`config.mk`:
```
export PLATFORM = sky130hd
export DESIGN_NAME = serial_subtractor
export DESIGN_NICKNAME = d
export VERILOG_FILES = /design/src/rtl/serial_subtractor.sv
export SDC_FILE = /design/constraint.sdc
export NUM_CORES = 1
export LEC_CHECK = 0
export CORE_MARGIN = 2
export CORE_UTILIZATION = 29
export CTS_BUF_LIST = sky130_fd_sc_hd__clkbuf_8
export DETAILED_ROUTE_END_ITERATION = 7
export PLACE_DENSITY = 0.62
export SETUP_SLACK_MARGIN = 0.05
export SYNTH_ARGS = -nofsm -noshare
export SYNTH_HDL_FRONTEND = slang
export SYNTH_SLANG_ARGS = --single-unit
```
`constraint.sdc`:
```
create_clock -name clk -period 2.1 [get_ports clk]
set_input_delay 0.525 -clock clk [delete_from_list [all_inputs] [get_ports clk]]
set_output_delay 0.525 -clock clk [all_outputs]
set_load 0.005 [all_outputs]
```
`src/rtl/serial_subtractor.sv`:
```
// serial_subtractor: bit-serial unsigned A - B, LSB first; define SERIAL_SUB_OVERFLOW_EN for the signed overflow flag
module serial_subtractor #(
    parameter int WIDTH = 8
) (
    input  logic             clk,
    input  logic             rst_n,
    input  logic             start,
    input  logic [WIDTH-1:0] A_in,
    input  logic [WIDTH-1:0] B_in,
    output logic             busy,
    output logic             done,
    output logic [WIDTH-1:0] Difference_out,
    output logic             Borrow_out,
    output logic             Overflow_out
);
    localparam int CW = $clog2(WIDTH);
    typedef enum logic [1:0] {IDLE, SHIFT, DONE} state_t;
    state_t           r_state, w_next;
    logic [CW-1:0]    r_cnt;
    logic [WIDTH-1:0] r_a_sr, r_b_sr, r_res;
    logic             r_bq;
    logic             w_a, w_b, w_d1, w_b1, w_d, w_b2, w_bnext, w_last, w_accept;
    logic [WIDTH-1:0] w_res;
    assign w_a      = r_a_sr[0];
    assign w_b      = r_b_sr[0];
    assign w_d1     = w_a ^ w_b;
    assign w_b1     = ~w_a & w_b;
    assign w_d      = w_d1 ^ r_bq;
    assign w_b2     = ~w_d1 & r_bq;
    assign w_bnext  = w_b1 | w_b2;
    assign w_res    = {w_d, r_res[WIDTH-1:1]};
    assign w_accept = (r_state == IDLE) && start;
    assign w_last   = (r_state == SHIFT) && (r_cnt == CW'(WIDTH - 1));
    assign busy     = (r_state == SHIFT);
    assign done     = (r_state == DONE);
    // state register
    always_ff @(posedge clk) begin
        if (!rst_n) r_state <= IDLE;
        else r_state <= w_next;
    end
    // next state: IDLE -> SHIFT on start, SHIFT -> DONE after the last bit, DONE -> IDLE
    always_comb begin
        w_next = r_state;
        if (w_accept) w_next = SHIFT;
        else if (w_last) w_next = DONE;
        else if (r_state == DONE) w_next = IDLE;
    end
    // operand load, per-bit shift, and result capture on the last bit
    always_ff @(posedge clk) begin
        if (!rst_n) begin
            r_a_sr         <= '0;
            r_b_sr         <= '0;
            r_res          <= '0;
            r_bq           <= 1'b0;
            r_cnt          <= '0;
            Difference_out <= '0;
            Borrow_out     <= 1'b0;
        end else if (w_accept) begin
            r_a_sr <= A_in;
            r_b_sr <= B_in;
            r_bq   <= 1'b0;
            r_cnt  <= '0;
        end else if (r_state == SHIFT) begin
            r_a_sr <= r_a_sr >> 1;
            r_b_sr <= r_b_sr >> 1;
            r_res  <= w_res;
            r_bq   <= w_bnext;
            r_cnt  <= w_last ? r_cnt : r_cnt + CW'(1);
            if (w_last) begin
                Difference_out <= w_res;
                Borrow_out     <= w_bnext;
            end
        end
    end
`ifdef SERIAL_SUB_OVERFLOW_EN
    // signed overflow judged from the MSB step: operand signs differ and result sign differs from A
    always_ff @(posedge clk) begin
        if (!rst_n) Overflow_out <= 1'b0;
        else if (w_last) Overflow_out <= (w_a != w_b) && (w_d != w_a);
    end
`else
    assign Overflow_out = 1'b0;
`endif
endmodule
```
==> qor.yml <==
run_status:
  outcome: "complete, no violations"
power_and_ir_drop:
  power_density_nw_per_um2: 787.3
  vdd_ir_drop_max_mv: 0.3372
  p_leak_nw: 0.6870
  fin_total_pwr_mw: 1.569
timing:
  timing.final.setup_violations: 0
  worst_clock_skew_ns: 0.01008
  slew_viol_final: 0
  slew_headroom_pct: 56.65
  final-hold-violation-count: 0
  timing.final.crit_share_pct: 94.23
  worst_pin_slew_ns: 0.6495
  final.setup.tns_ns: 0
  achievable-frequency_mhz: 505.3
  final_period_minus_worst_setup_slack_ns: 1.979
  grt_setup_unrepaired: "no"
finish:
  antenna_cells: 0
  layout.filler_cells: 550
  final-instance-count-excl-fill: 278
  fin_nets: 229
  post-route-cell-area_sq_um: 1993
  areaGrowthSynthToFinish_pct: 30.25
  post_route_cells_drive_above_1_share_pct: 9.615
yosys:
  post_synth_num_cell_types: 30
  synth_adder_area_share_pct: 2.944
  synth_top_family_by_area: "compound AO/OA/AOI/OAI gates"
  share_of_the_synthesized_netlist_area_taken_by_xor_and_xnor_gates_pct: 0.5724
  synth_edf_count: 0
  async_flop_share_pct: 0
  synth.cell_area_sq_um: 1530
  multiplexer_share_of_the_synthesized_area_pct: 0
  syn_nets: 200
  compound_gate_fraction_of_synth_area_pct: 25.84
  postSynthRegisterBits: 38
  synthesis.area_per_instance_sq_um: 8.597
  synth-simple-area-share_pct: 14.31
  syn_inst_count: 178
  yosysWarningCount: 0
  synth.yosys.seq_area_share_pct: 49.71
  primary_ff_master_synth: "dfxtp_1"
worst_setup_path:
  critPathLaunchType: "register"
  setup.worst_path.class: "register to output pin"
  critical_path_required_ns: 1.57
  worst-endpoint-arrival_ns: 1.45
  critical_path_peak_fanout: 8
  worst_setup_end_kind: "output pin"
clock_tree:
  cts_tree: "done"
  cts_root_buffer: "clkbuf_8"
  cts_made_buffers: 5
  post_cts_setup_buffer_count: 0
  insertion_delay_ns: 0.30
  number_of_clock_sinks_seen_by_cts: 38
  hold_buffers: 0
  cts-htree-levels: 2
  cts.path.max_buffers: 2
  cts_resized: 1
  cts.clk_slew.worst_paths_ns: 0.08
floorplanning:
  dieArea_sq_um: 5874
  die_extent_in_x_microns: 76.64
  io-pin-count: 31
  core-area_sq_um: 5107
  chipHeight_microns: 76.64
  initial_core_util_pct: 29.96
  rows: 26
grt:
  grt_usage_pct: 12.61
  grt-ovfl-total: 0
  largest_net_degree_at_the_start_of_global_routing: 22
  first_global_vias: 1285
  grt_antenna_before_repair: 0
  grt_pass1_wl_mm: 5.892
routing:
  dr.pass1.iters: 4
  detail_route.drc_violations: 0
  final_antenna_net_count: 0
  postRouteWirelength_mm: 3.252
  drt-wirelength-per-cell_microns: 11.70
  drt_iter0_markers: 55
  post_drt_via_cell_ratio: 4.773
  detailroute.via_count: 1327
placement:
  io_buffer_count: 29
  finalWeightedCongestion: 0.7756
  dpl_cell_area_sq_um: 1878
  hpwl_mm: 2.198
  place.detailed.instances: 270
worst_hold_path:
  hold_path_class: "register to register"
run:
  timing.max_cap.violations: 0
-- power breakdown --
| part | leakage, nW | internal (mW) | switching (mW) |
|---|---|---|---|
| Sequential | 0.311 | 0.753 | 0.0171 |
| Combinational | 0.325 | 0.0794 | 0.0813 |
| Clock | 0.0504 | 0.353 | 0.285 |
-- per-layer routing --
metal	vias up	global-route usage, %	wire length, microns
li1	678	-	-
met1	586	16.24	1564
met2	58	19.03	1393
met3	5	3.555	249
met4	0	6.909	43
met5	-	0	0
-- flip-flops by register name (all words and copies together) (netlist names) --
name	flops
r_b_sr	8
r_a_sr	8
Difference_out	8
r_cnt	3
Borrow_out	1
r_bq	1
r_state	2
r_res	7
-- metrics by stage --
| step | util (%) | hold slack [ns] | worst slack (ns) |
|---|---|---|---|
| after floorplan | - | 0.4366 | 0.7295 |
| after global placement | 36.77 | 0.4422 | 0.2543 |
| final | 39.03 | 0.4539 | 0.1211 |
| after detailed placement | 36.77 | 0.4464 | 0.1894 |
| after global routing | 39.03 | 0.4741 | 0.1104 |
| after CTS | 39.03 | 0.4581 | 0.1390 |
-- cell usage after synthesis (2+ instances only) --
cell | instances | share of area, %
a21oi_1 | 31 | 10
a22oi_1 | 2 | 0.98
buf_2 | 3 | 0.98
buf_4 | 2 | 0.98
buf_6 | 2 | 1.5
clkbuf_1 | 6 | 1.5
dfxtp_1 | 38 | 50
ha_1 | 2 | 1.6
inv_1 | 5 | 1.2
nand2_1 | 24 | 5.9
nand2b_1 | 3 | 1.2
nand3_1 | 8 | 2.6
nor2_1 | 8 | 2.0
nor3b_1 | 2 | 0.98
o21ai_0 | 15 | 4.9
o22ai_1 | 12 | 4.9
o2bb2ai_1 | 2 | 1.1
-- worst max-delay path, stage by stage, from the launching register on --
cell and delay, ns:
dfxtp_2 0.41, inv_1 0.07, nor2_1 0.15, clkdlybuf4s50_1 0.53
-- cell usage in the layout, fill, tap and decap left out, drive strengths merged, types with 2 or more instances in the layout --
| cell | Yosys | final |
|---|---|---|
| o22ai | 12 | 12 |
| nand3 | 8 | 8 |
| o2bb2ai | 2 | 2 |
| nand2b | 3 | 3 |
| clkbuf | 6 | 5 |
| nor3b | 3 | 3 |
| clkdlybuf4s50 | 0 | 29 |
| o21ai | 15 | 15 |
| clkinvlp | 0 | 2 |
| dfxtp | 38 | 38 |
| inv | 6 | 6 |
| nand2 | 24 | 24 |
| a22oi | 2 | 2 |
| buf | 7 | 6 |
| ha | 2 | 2 |
| a21oi | 32 | 32 |
| nor2 | 8 | 8 |
-- final cells by class --
class | count | area (sq um) | area share, %
inverters | 6 | 22.52 | 1.130
clock buffers | 5 | 68.82 | 3.453
multi-input cells | 121 | 671.9 | 33.71
repair buffers | 35 | 335.3 | 16.82
well taps | 70 | 87.58 | 4.394
clock inverters | 3 | 45.04 | 2.260
flip-flops and latches | 38 | 762.0 | 38.23
-- final timing paths --
kind | endpoint | cells after the start | slack (ns) | from
worst max-delay path | done | 3 | 0.12 | r_state[1]$_SDFFE_PP0P_
worst min-delay path | Difference_out[2]$_SDFFE_PN0P_ | 2 | 0.45 | Difference_out[2]$_SDFFE_PN0P_
worst max register to register | r_state[0]$_SDFFE_PN0P_ | 4 | 0.62 | r_cnt[0]$_SDFFE_PP0P_
worst min register to register | Difference_out[2]$_SDFFE_PN0P_ | 2 | 0.45 | Difference_out[2]$_SDFFE_PN0P_
-- cell families after synthesis --
logic type               after synthesis
AND/OR/NAND/NOR                       48
XOR/XNOR                               1
buffers and inverters                 19
flip-flops                            38
other                                  1
adder cells (fa/ha/maj)                3
AO/OA/AOI/OAI                         68
Power figures use the tool's default switching activity.
